<file path="config.mk">
export PLATFORM = sky130hd
export DESIGN_NAME = xup_debounce6
export DESIGN_NICKNAME = d
export VERILOG_FILES = /design/src/rtl/xup_debounce_pkg.sv /design/src/rtl/xup_debounce_ch.sv /design/src/rtl/xup_debounce6.sv
export SDC_FILE = /design/constraint.sdc
export NUM_CORES = 1
export LEC_CHECK = 0
export BUFFER_PORTS_ARGS = -buffer_cell sky130_fd_sc_hd__buf_2
export CAP_MARGIN = 20
export CELL_PAD_IN_SITES_DETAIL_PLACEMENT = 0
export CELL_PAD_IN_SITES_GLOBAL_PLACEMENT = 1
export CORE_MARGIN = 5
export CORE_UTILIZATION = 44
export CTS_BUF_LIST = sky130_fd_sc_hd__clkbuf_4 sky130_fd_sc_hd__clkbuf_8
export DETAILED_ROUTE_END_ITERATION = 12
export HOLD_SLACK_MARGIN = 0.05
export PLACE_DENSITY = 0.78
export SLEW_MARGIN = 20
export SYNTH_ARGS = -nofsm -noshare
export SYNTH_HDL_FRONTEND = slang
export SYNTH_SLANG_ARGS = --single-unit
</file>
<file path="constraint.sdc">
create_clock -name clk -period 2.2 [get_ports clk]
set_input_delay 0.44 -clock clk [delete_from_list [all_inputs] [get_ports clk]]
set_output_delay 0.44 -clock clk [all_outputs]
set_load 0.01 [all_outputs]
</file>
<file path="src/rtl/xup_debounce_pkg.sv">
// Shared constants and channel state encoding for the six-channel debouncer.
package xup_debounce_pkg;
  localparam int DEF_TICK_DIV     = 100000;
  localparam int DEF_STABLE_TICKS = 10;

  typedef enum logic {
    STABLE  = 1'b0,
    PENDING = 1'b1
  } db_state_e;
endpackage

</file>
<file path="src/rtl/xup_debounce_ch.sv">
// One debounce channel: 2-flop synchronizer, tick-counted acceptance of a new
// level, and one-cycle rise/fall pulses on each accepted change.
module xup_debounce_ch
  import xup_debounce_pkg::*;
#(
  parameter int STABLE_TICKS = DEF_STABLE_TICKS
) (
  input  logic clk,
  input  logic reset,
  input  logic tick,
  input  logic din,
  output logic dout,
  output logic rise,
  output logic fall
);
  localparam int CW = $clog2(STABLE_TICKS + 1);

  logic [1:0]    r_sync;
  logic [CW-1:0] r_cnt;
  logic          r_dout, r_rise, r_fall;
  logic [CW-1:0] w_cnt_nxt;
  logic          w_dout_nxt, w_rise_nxt, w_fall_nxt;
  db_state_e     w_state;

  // The channel is pending exactly while the synchronized input disagrees
  // with the accepted level; a bounce back drops the count in the same cycle.
  always_comb begin
    w_state    = (r_sync[1] != r_dout) ? PENDING : STABLE;
    w_cnt_nxt  = '0;
    w_dout_nxt = r_dout;
    w_rise_nxt = 1'b0;
    w_fall_nxt = 1'b0;
    case (w_state)
      STABLE: ;
      PENDING: begin
        if (!tick) begin
          w_cnt_nxt = r_cnt;
        end else if (r_cnt == CW'(STABLE_TICKS - 1)) begin
          w_dout_nxt = r_sync[1];
          w_rise_nxt = r_sync[1];
          w_fall_nxt = ~r_sync[1];
        end else begin
          w_cnt_nxt = r_cnt + CW'(1);
        end
      end
      default: ;
    endcase
  end

  always_ff @(posedge clk or posedge reset) begin
    if (reset) begin
      r_sync <= '0;
      r_cnt  <= '0;
      r_dout <= 1'b0;
      r_rise <= 1'b0;
      r_fall <= 1'b0;
    end else begin
      r_sync <= {r_sync[0], din};
      r_cnt  <= w_cnt_nxt;
      r_dout <= w_dout_nxt;
      r_rise <= w_rise_nxt;
      r_fall <= w_fall_nxt;
    end
  end

  assign dout = r_dout;
  assign rise = r_rise;
  assign fall = r_fall;
endmodule

</file>
<file path="src/rtl/xup_debounce6.sv">
// Six-channel switch/button conditioner: shared sample-tick prescaler feeding
// WIDTH independent debounce channels.
module xup_debounce6
  import xup_debounce_pkg::*;
#(
  parameter int TICK_DIV     = DEF_TICK_DIV,
  parameter int STABLE_TICKS = DEF_STABLE_TICKS,
  parameter int WIDTH        = 6
) (
  input  logic             clk,
  input  logic             reset,
  input  logic [WIDTH-1:0] din,
  output logic [WIDTH-1:0] dout,
  output logic [WIDTH-1:0] rise,
  output logic [WIDTH-1:0] fall,
  output logic             tick
);
  localparam int PW = $clog2(TICK_DIV);

  generate
    if (TICK_DIV < 2 || STABLE_TICKS < 1) begin : g_bad_param
      $error("xup_debounce6: TICK_DIV must be >= 2 and STABLE_TICKS >= 1");
    end
  endgenerate

  logic [PW-1:0] r_pre;
  logic          r_tick;

  // Tick is registered one count early so it is high exactly while the
  // prescaler sits at TICK_DIV-1.
  always_ff @(posedge clk or posedge reset) begin
    if (reset) begin
      r_pre  <= '0;
      r_tick <= 1'b0;
    end else begin
      r_pre  <= (r_pre == PW'(TICK_DIV - 1)) ? '0 : r_pre + PW'(1);
      r_tick <= (r_pre == PW'(TICK_DIV - 2));
    end
  end

  assign tick = r_tick;

  for (genvar g = 0; g < WIDTH; g++) begin : g_ch
    xup_debounce_ch #(
      .STABLE_TICKS(STABLE_TICKS)
    ) u_ch (
      .clk  (clk),
      .reset(reset),
      .tick (r_tick),
      .din  (din[g]),
      .dout (dout[g]),
      .rise (rise[g]),
      .fall (fall[g])
    );
  end
endmodule

</file>
==> After elaboration in Yosys (flattened, before gate mapping) <==
Cells that the tools add are included.
{ "totals": {"memories": 0, "mem_bits_rw": 0, "reg_bits": 72, "romBits": 0, "latch_bits": 0} }
{ "op_classes": {"n_mux": 61, "mul": 0, "order_cmp": 0, "bitwise": 6, "n_eq_ne": 20, "reduce_logical": 6, "div": 0, "addsub": 7, "shifts": 0} }
{ "ops": {"columns": ["cell", "count"], "rows": [
  ["2-to-1 mux 4 bit", 18],
  ["2-to-1 mux 1 bit", 42],
  ["== test 17 bit, second input constant", 2],
  ["adder 4 x 1 -> 4 bit, second input constant", 6],
  ["== test 4 bit, second input constant", 6],
  ["AND reduction 3 bit", 6],
  ["adder 17 x 1 -> 17 bit, second input constant", 1],
  ["2-to-1 mux 17 bit", 1],
  ["!= test 2 bit, second input constant", 6],
  ["!= test 1 bit", 6],
  ["inverter 1 bit", 6]
]} }

==> Logic depth before layout (Yosys ltp) <==
{ "depth": {"depth_word": 4, "mapped_depth": 6, "depth_no_buf": 6} }

==> By module <==
Synthesis repeated with hierarchy kept, for this count alone.
{ "hier_totals": {"hier_cells": 266, "area_unflattened_um2": 3111.7} }
{ "by_module_without_submodules": {"columns": ["module", "seq_area_each_um2", "cells_per_inst", "area_each_um2", "instances"], "rows": [
  ["xup_debounce_ch at g_ch[1].u_ch ...", 225.2, 30, 371.6, 5],
  ["xup_debounce6", 450.4, 81, 849.6, 1],
  ["xup_debounce_ch at g_ch[0].u_ch", 225.2, 35, 404.1, 1]
]} }

==> Worst setup path before layout <==
No wires, ideal clock.
{ "synth_timing": {"path_kind": "register -> register", "startpoint": "reg r_pre[0]", "endpoint": "reg r_pre[16]", "t_arrival_ps": 1425, "path_stages_with_launch": 6, "path_slack_ps": 701, "t_required_ps": 2127, "synth_period_minus_slack_ps": 1499, "setup_time_ps": 73, "path_cell_list": "dfrtp_1 ha_1 and2_2 nand3_4 or4_4 a21oi_2"} }
{ "synth_via": {"elab_chain_cells": 2, "word_cells_on_any_way": 3, "classes_between": "add/sub (1); eq/ne (1); mux (1)"} }
{ "synth_rtl": {"columns": ["item", "line_no", "text"], "rows": [
  ["start: declaration", "xup_debounce6.sv:26", "logic [PW-1:0] r_pre;"],
  ["start signal: assignment", "xup_debounce6.sv:36", "r_pre <= (r_pre == PW'(TICK_DIV - 1)) ? '0 : r_pre + PW'(1);"],
  ["adder 17 x 1 -> 17 bit / == test 17 bit (equally long branches)", "xup_debounce6.sv:36", null],
  ["2-to-1 mux 17 bit (*)", "xup_debounce6.sv:36", null]
]} }
Every way passes the cells marked *; elsewhere a longest branch is shown, timed or not.
A chain may end at the register's enable or synchronous reset.

==> Worst setup path in the final report <==
Same ends and word-level chain as after synthesis.

==> impl_metrics.json <==
{
  "yosysWarnings": 0,
  "htreeDepth": 3,
  "skew_ns": 0.008173,
  "cts_setup_buffers": 0,
  "power_mw": 2.331,
  "cts-hold-fix-buffers": 0,
  "yosysUniqueCellTypes": 34,
  "arrival_ns": 1.86,
  "crit_end": "r_pre[16]$_DFF_PP0_",
  "hold_path.class": "in2async",
  "grt_pass1_vias": 2110,
  "syn_to_final_growth_pct": 9.856,
  "power_frac_clock_pct": 40.4,
  "worstPathMaxFanout": 4,
  "num_rows": 31,
  "finalSetupViolCount": 0,
  "p_int_mw": 1.821,
  "ioPinCount": 27,
  "regToRegStartpoint": "r_pre[0]$_DFF_PP0_",
  "setup_tns_ns": 0,
  "syn-num-nets": 334,
  "dp_hpwl_um": 3480,
  "numClockSinks": 72,
  "r2r-end": "r_pre[16]$_DFF_PP0_",
  "cts_buffers": 9,
  "grt-busiest-layer": "met2",
  "cp.required_ns": 2.47,
  "hold_viol": 0,
  "cts_tree": "built",
  "use_met1_pct": 15.45,
  "finalMaxSlewViolations": 0,
  "pwr-share-comb_pct": 2.0,
  "grt_pass1_wl_um": 9411,
  "switchingPower_uw": 509.5,
  "drcViolationCount": 0,
  "power_density_nw_per_um2": 640.4,
  "grt_start_max_net_pins": 73,
  "leakagePower_nw": 1.686,
  "grt_use_met2_pct": 18.84,
  "cap_violations": 0,
  "seq_area_frac_synth_pct": 54.38,
  "layout-drive-gt1-share_pct": 17.31,
  "ys_seq_elements": 72,
  "min_period_ns": 1.585,
  "grtUsageMet3_pct": 3.237,
  "worstMarginPinSlew_ns": 0.3736,
  "p_seq_share_pct": 57.5,
  "fin_crit_sh_pct": 72.05,
  "cts_resized": 0,
  "switching_share_pct": 21.86,
  "r2r_slack_ns": 0.61,
  "clockBufferDepth": 2,
  "dr.pass1.iters": 4,
  "place_congestion": 0.7479,
  "status": "complete, no violations",
  "start_kind": "flop",
  "ir_drop_uv": 301.8,
  "postSynthCellCount": 312,
  "routed_wl_um": 5232,
  "clkTransAtPathRegs_ns": 0.08,
  "io_buffers": 26,
  "antenna_found_initial": 0,
  "vias": 2130,
  "drt_iter0_drc": 46,
  "crit_path_start": "r_pre[0]$_DFF_PP0_",
  "crit_type": "reg2reg",
  "routedWlPerCell_um": 12.06,
  "n_antenna_cell": 0,
  "avgSynthCellArea_um2": 10.62,
  "core_area_um2": 7292,
  "nNetsFinal": 353,
  "grt_overflow": 0,
  "fp.dieW_um": 96.78,
  "worst_setup_path_end_kind": "flop",
  "netlist_area_um2": 3313,
  "ys.flop_type": "dfrtp_1",
  "clk_latency_ns": 0.34,
  "slew_headroom_pct": 74.92,
  "grt_use_total_pct": 12.14,
  "synth_edf_count": 0,
  "initial_core_util_pct": 45.44,
  "cts_root_buffer": "clkbuf_8",
  "fmax_mhz": 630.9,
  "die_area_um2": 9365,
  "reg2reg_depth": 5,
  "rsz0062_at_grt": "false",
  "async_reset_ff_share_pct": 100.0,
  "routed_via_density": 4.908,
  "postRouteAntennaNets": 0,
  "die_h_um": 96.78
}
## cells in the mapped netlist, types with 2 or more instances
cell type   n  area share, %
o21ai_0    14            2.1
xnor2_1     9            2.4
mux2_2      6            2.0
nor3_1     14            2.1
a21boi_0    5            1.1
nor3b_1    15            3.4
ha_1       14            5.3
xor2_1     11            2.9
and3b_1     5            1.3
and2_1      3           0.57
dfrtp_1    72             54
o211ai_1    2           0.45
clkbuf_1    3           0.34
nand2_1    31            3.5
nor2_1     32            3.6
o31ai_1     2           0.45
nand4_1     4           0.76
a21oi_1    20            3.0
inv_1      11            1.2
buf_4      18            4.1
nand3_1     8            1.2
## logic make-up (layout without fill, tap and decap cells)
logic type               after synthesis  count (layout)  share of synthesized area [%]
buffers and inverters                 33              56                          5.778
XOR/XNOR                              20              20                          5.287
adder cells (fa/ha/maj)               14              14                          5.287
AND/OR/NAND/NOR                      121             121                          19.26
flip-flops                            72              72                          54.38
AO/OA/AOI/OAI                         45              45                          7.666
multiplexers                           7               7                          2.341
## power by group through the flow
| stage | clock network, mW | logic (mW) | registers, mW |
|---|---|---|---|
| finish | 0.942 | 0.0476 | 1.34 |
| global route | 1.02 | 0.0563 | 1.34 |
| CTS | 0.969 | 0.0509 | 1.34 |
| detailed placement | 0 | 0.0507 | 1.37 |
| global placement | 0 | 0.0506 | 1.37 |
| floorplan | 0 | 0.0296 | 1.37 |
## state kept, by name (all words and copies together) (netlist names)
signal	cells
tick	1
g_ch.u_ch.rise	6
r_pre	17
g_ch.u_ch.r_cnt	24
g_ch.u_ch.fall	6
g_ch.u_ch.r_sync	12
g_ch.u_ch.dout	6
## cell usage in the layout (no fill, tap or decap), types with 11 or more instances in the layout
cell	netlist	routed
nor2_1	32	32
nor3b_1	15	15
dfrtp_1	72	72
xor2_1	11	11
buf_2	0	26
a21oi_1	20	20
clkbuf_8	0	11
ha_1	14	14
nor3_1	14	14
o21ai_0	14	14
nand2_1	31	31
## layout make-up
cell class | count | area, um2
Sequential cell | 72 | 1802
Multi-Input combinational cell | 207 | 1320
Timing Repair Buffer | 30 | 172.7
Tap cell | 99 | 123.9
Clock inverter | 3 | 17.52
Clock buffer | 12 | 158.9
Inverter | 11 | 45.04
Fill cell | 718 | 3652
## how the worst min path moves through the flow
stage | to | slack, ns
detailed placement | g_ch[2].u_ch.r_sync[1]$_DFF_PP0_ | 0.34
global route | g_ch[4].u_ch.r_sync[0]$_DFF_PP0_ | 0.18
global placement | g_ch[3].u_ch.r_sync[1]$_DFF_PP0_ | 0.33
floorplan | g_ch[0].u_ch.r_sync[1]$_DFF_PP0_ | 0.33
finish | g_ch[5].u_ch.dout$_DFFE_PP0P_ | 0.18
CTS | g_ch[2].u_ch.r_sync[0]$_DFF_PP0_ | 0.19
## per-stage QoR
| stage | area, um2 | hold WS, ns | instances | setup WS (ns) | utilization, % |
|---|---|---|---|---|---|
| after floorplan | 3317 | 0.3312 | 312 | 0.7013 | - |
| after global placement | 3463 | 0.3326 | 419 | 0.6598 | 47.49 |
| after detailed placement | 3463 | 0.3356 | 419 | 0.5961 | 47.49 |
| after CTS | 3640 | 0.1858 | 434 | 0.5945 | 49.91 |
| after global routing | 3640 | 0.1800 | 434 | 0.5129 | 49.91 |
| final | 3640 | 0.1825 | 434 | 0.6149 | 49.91 |
## per-layer routing
metal	wire [um]	vias up
li1	-	1081
met1	2589	1019
met2	2380	20
met3	161	10
met4	100	0
met5	0	-
## critical path, cell delays in order, from the launching register on
cell and delay, ns:
dfrtp_1 0.38, ha_1 0.21, and2_2 0.22, nand3_4 0.09, or4_4 0.48, a21oi_2 0.14
(Power assumes the default switching activity.)
